$ cat config.mk
export PLATFORM = sky130hd
export DESIGN_NAME = fsm_step_driver
export DESIGN_NICKNAME = d
export VERILOG_FILES = /design/src/rtl/fsm_step_pkg.sv /design/src/rtl/pos_decode.sv /design/src/rtl/fsm_step_driver.sv
export SDC_FILE = /design/constraint.sdc
export NUM_CORES = 1
export LEC_CHECK = 0
export ABC_AREA = 1
export BUFFER_PORTS_ARGS = -buffer_cell sky130_fd_sc_hd__buf_2
export CAP_MARGIN = 30
export CORE_MARGIN = 2
export CORE_UTILIZATION = 35
export DETAILED_ROUTE_END_ITERATION = 16
export GPL_TIMING_DRIVEN = 0
export PLACE_DENSITY = 0.65
export RECOVER_POWER = 50
export SYNTH_ARGS = -nofsm -noshare
export SYNTH_HDL_FRONTEND = slang
export SYNTH_SLANG_ARGS = --single-unit
export TNS_END_PERCENT = 1
$ cat constraint.sdc
create_clock -name clock -period 1.3 [get_ports clock]
set_input_delay 0.13 -clock clock [delete_from_list [all_inputs] [get_ports clock]]
set_output_delay 0.13 -clock clock [all_outputs]
set_load 0.01 [all_outputs]
$ cat src/rtl/fsm_step_pkg.sv
// Shared constants, state encoding and position helpers for the step driver
// and anything else that watches the five-position pulse counter.
package fsm_step_pkg;

  localparam int unsigned NUM_POS = 5;
  localparam int unsigned POS_W   = NUM_POS - 1;
  localparam int unsigned TGT_W   = $clog2(NUM_POS);

  typedef enum logic [1:0] {
    IDLE = 2'd0,
    STEP = 2'd1,
    WAIT = 2'd2
  } state_t;

  typedef struct packed {
    logic             legal;
    logic [TGT_W-1:0] code;
  } pos_t;

  // Position k is one-hot bit k-1; all-zero is position 0; more than one bit set is illegal.
  function automatic pos_t onehot_to_pos(input logic [POS_W-1:0] oh);
    pos_t r;
    r.legal = ($countones(oh) <= 1);
    r.code  = '0;
    for (int unsigned i = 0; i < POS_W; i++) begin
      if (oh[i]) r.code = TGT_W'(i + 1);
    end
    return r;
  endfunction

  function automatic logic [TGT_W-1:0] inc_mod(input logic [TGT_W-1:0] c);
    return (c == TGT_W'(NUM_POS - 1)) ? '0 : c + TGT_W'(1);
  endfunction

endpackage

$ cat src/rtl/pos_decode.sv
// Combinational one-hot counter feedback to position code plus legality flag.
module pos_decode
  import fsm_step_pkg::*;
(
  input  logic [POS_W-1:0] onehot,
  output logic [TGT_W-1:0] code,
  output logic             legal
);

  pos_t pos;

  assign pos   = onehot_to_pos(onehot);
  assign code  = pos.code;
  assign legal = pos.legal;

endmodule

$ cat src/rtl/fsm_step_driver.sv
// Command-driven initiator that walks the pulse counter to a target position,
// one enable-aligned pulse at a time, checking every step against feedback.
module fsm_step_driver
  import fsm_step_pkg::*;
(
  input  logic             clock,
  input  logic             reset_n,
  input  logic             enable,
  input  logic             cmd_valid,
  input  logic [TGT_W-1:0] cmd_target,
  output logic             cmd_ready,
  input  logic [POS_W-1:0] pos_onehot,
  output logic             a,
  output logic             busy,
  output logic             done,
  output logic             err,
  output logic [TGT_W-1:0] steps
);

  state_t           state, state_nxt;
  logic [TGT_W-1:0] target, target_nxt;
  logic [TGT_W-1:0] expected, expected_nxt;
  logic [TGT_W-1:0] steps_nxt;
  logic             done_nxt, err_nxt, busy_nxt;
  logic [TGT_W-1:0] pos_code;
  logic             pos_legal;

  pos_decode u_pos_decode (
    .onehot (pos_onehot),
    .code   (pos_code),
    .legal  (pos_legal)
  );

  always_ff @(posedge clock or negedge reset_n) begin
    if (!reset_n) begin
      state    <= IDLE;
      target   <= '0;
      expected <= '0;
      steps    <= '0;
      busy     <= 1'b0;
      done     <= 1'b0;
      err      <= 1'b0;
    end else begin
      state    <= state_nxt;
      target   <= target_nxt;
      expected <= expected_nxt;
      steps    <= steps_nxt;
      busy     <= busy_nxt;
      done     <= done_nxt;
      err      <= err_nxt;
    end
  end

  // Feedback is only trusted at accept and in WAIT, where the registered counter has settled.
  always_comb begin
    state_nxt    = state;
    target_nxt   = target;
    expected_nxt = expected;
    steps_nxt    = steps;
    done_nxt     = 1'b0;
    err_nxt      = 1'b0;
    a            = 1'b0;
    cmd_ready    = 1'b0;

    unique case (state)
      IDLE: begin
        cmd_ready = 1'b1;
        if (cmd_valid) begin
          target_nxt = cmd_target;
          steps_nxt  = '0;
          if ((cmd_target >= TGT_W'(NUM_POS)) || !pos_legal) begin
            err_nxt = 1'b1;
          end else if (pos_code == cmd_target) begin
            done_nxt = 1'b1;
          end else begin
            expected_nxt = inc_mod(pos_code);
            state_nxt    = STEP;
          end
        end
      end
      STEP: begin
        a = enable;
        if (enable) begin
          steps_nxt = steps + TGT_W'(1);
          state_nxt = WAIT;
        end
      end
      WAIT: begin
        if (!pos_legal || (pos_code != expected)) begin
          err_nxt   = 1'b1;
          state_nxt = IDLE;
        end else if (pos_code == target) begin
          done_nxt  = 1'b1;
          state_nxt = IDLE;
        end else begin
          expected_nxt = inc_mod(expected);
          state_nxt    = STEP;
        end
      end
      default: state_nxt = IDLE;
    endcase

    busy_nxt = (state_nxt != IDLE);
  end

endmodule

==> results.tsv <==
metric	value	unit
outcome	finished with violations	
violations	setup timing	
synthCells	131	
core	2710	sq um
async_flop_share	100	%
hold_viol	0	
instances_no_fill	190	
grt_pass1_wl	3800	microns
cts_root_buffer	clkbuf_4	
slowest_delay	0.42	ns
fin_crit_sh	138	%
htree_levels	1	
dr.first_iter.drc_count	18	
regArea	350	sq um
grt_max_degree	15	
synth_cell_types	21	
netlist_area	977	sq um
drc	0	
synth_ff_type	dfrtp_1	
num_rows	19	
gp_congestion	0.784	
antennaDiodeCount	0	
drt_wl_total	1970	microns
die_w	56.8	microns
skew	0.00167	ns
path_common_cell	ha_4	
numCtsBuffers	3	
area_growth	33.9	%
finalMaxSlewViolations	0	
max_slew_margin	51.2	%
cts_tree	yes	
viasPerCell	4.66	
maxCapViolations	0	
fmax	559	MHz
wl_per_cell	10.4	microns
gr-usage-all-layers	14.9	%
crit_path_start_kind	input port	
cp-end-kind	flip-flop	
rsz0062_at_grt	true	
fillCellCount	281	
ios	19	
worst_slack	-0.488	ns
synth_edf_count	0	
worst_slew_pin_slew	0.733	ns
antenna_found_initial	0	
ys_ff_latch	14	
grt.overflow.total	0	
setup_violations	7	
die_area	3230	sq um
worstPathRequired	1.51	ns
crit_fanout	5	
grt_pass1_vias	900	
syn_avg_cell_area	7.46	sq um
insertion_delay	0.27	ns
cts_sinks	14	
drive_above_1_share	29.6	%
tns	-2.97	ns
hp-class	in -> reg	
multi_input_area	619	sq um
p_per_area	1250	nW/um^2
synth-seq-area-share	35.9	%
place_ws	-1.02	ns
drt_first_pass_iters	3	
cts_buffer_depth	2	
vias	886	
placed_cells	180	
peakVddDrop	0.810	mV
port_buffers	18	
dp_hpwl	1610	microns
critical_path.cell_chain	buf_12 -> inv_12 -> ha_4 -> inv_2 -> ha_4 -> fa_1 -> or2_4 -> nor2_2 -> nand3_2 -> nor2_4 -> nand3_4 -> buf_4 -> nand4_1	
start_util	36.1	%
arrival	2.00	ns
synth_warnings	0	
leakage	0.000694	uW
whs	0.101	ns
min_period	1.79	ns
critPathSlowestCell	fa_1	
clk_pin_slew_worst_paths	0.08	ns
die_y	56.8	microns
ant_nets	0	
nNetsFinal	180	
path_class	in -> reg	
fin_util	48.3	%
synth.net_count	151	
## registers in the layout, indices dropped and copies added, names as in the netlist
| signal | count |
|---|---|
| err | 1 |
| state | 2 |
| target | 3 |
| done | 1 |
| expected | 3 |
| steps | 3 |
| busy | 1 |
## cell families (layout without fill, tap and decap cells)
family	after synthesis	count (layout)	synth area share (%)
fa+ha+maj	9	9	12.3
compound gates	11	11	6.40
buf+inv	20	48	7.68
xor+xnor	3	3	2.69
flops	14	14	35.9
simple gates	74	74	35.1
## worst paths after layout
kind	from	end	slack, ns	cells after the start
hold reg to reg	steps[0]$_DFFE_PN0P_	steps[0]$_DFFE_PN0P_	0.53	1
max in group asynchronous	reset_n	steps[0]$_DFFE_PN0P_	0.42	2
min in group asynchronous	reset_n	err$_DFF_PN0_	0.42	2
hold / removal	cmd_target[2]	target[2]$_DFFE_PN0P_	0.10	3
setup / recovery	pos_onehot[3]	busy$_DFF_PN0_	-0.49	13
setup reg to reg	expected[2]$_DFFE_PN0P_	busy$_DFF_PN0_	-0.06	9
## final cells by class
type	instances	area share, %
Clock buffer	4	2.77
Multi-Input combinational cell	97	47.3
Sequential cell	14	26.8
Tap cell	31	2.96
Timing Repair Buffer	24	13.3
Inverter	20	6.88
## cell usage after synthesis, drive strengths merged, types with 2 or more instances
master	n	share of area [%]
nor2	11	6.0
nand2	47	19
o21ai	8	4.1
nand3	14	9.0
inv	20	7.7
xor2	2	1.8
ha	8	10
dfrtp	14	36
## stage by stage
step                instance area [sq um]  total power, uW
floorplan                            1040             1120
global placement                     1170             1290
detailed placement                   1170             1320
CTS                                  1290             1650
global route                         1310             1810
finish                               1310             1640
## placed cells by master (no fill, tap or decap), drive strengths merged
master       count
dfrtp           14
nor2            11
dlygate4sd3      1
or2              1
o22ai            1
ha               8
buf             22
o32ai            1
nand2           47
clkbuf           5
a21o             1
nand3           14
xor2             2
inv             20
xnor2            1
o21ai            8
fa               1
nand4            1
## where the power goes
part | leakage, uW | total, uW | switching (uW) | internal (uW)
Clock | 0.0000210 | 300 | 130 | 170
Sequential | 0.000183 | 676 | 125 | 551
Combinational | 0.000490 | 659 | 376 | 283
Total | 0.000694 | 1640 | 631 | 1000
## critical path: cells and delay by family
family                     cells  cell delay (ns)
adders and majority gates      3             0.81
and+or+nand+nor                6             0.75
buffers and inverters          4             0.32
## layer usage
| metal | vias to the layer above | part of all wire [%] | global-route usage [%] |
|---|---|---|---|
| met1 | 400 | 44 | 18.6 |
| met3 | 4 | 4.2 | 2.53 |
| met4 | 0 | 1.3 | 4.98 |
| met2 | 18 | 51 | 25.9 |
| li1 | 464 | - | - |
| met5 | - | 0 | 0 |
## timing repair
action | CTS | global route
buffers inserted | 4 | 1
resized for setup | 11 | 4
hold buffers | 1 | 0
pin swaps | 11 | 0
cloned | 0 | 0
hold endpoints to repair | 14 | 0
endpoints found under the setup margin | 7 | 11
Note: power is estimated with default switching activity, not from simulation.
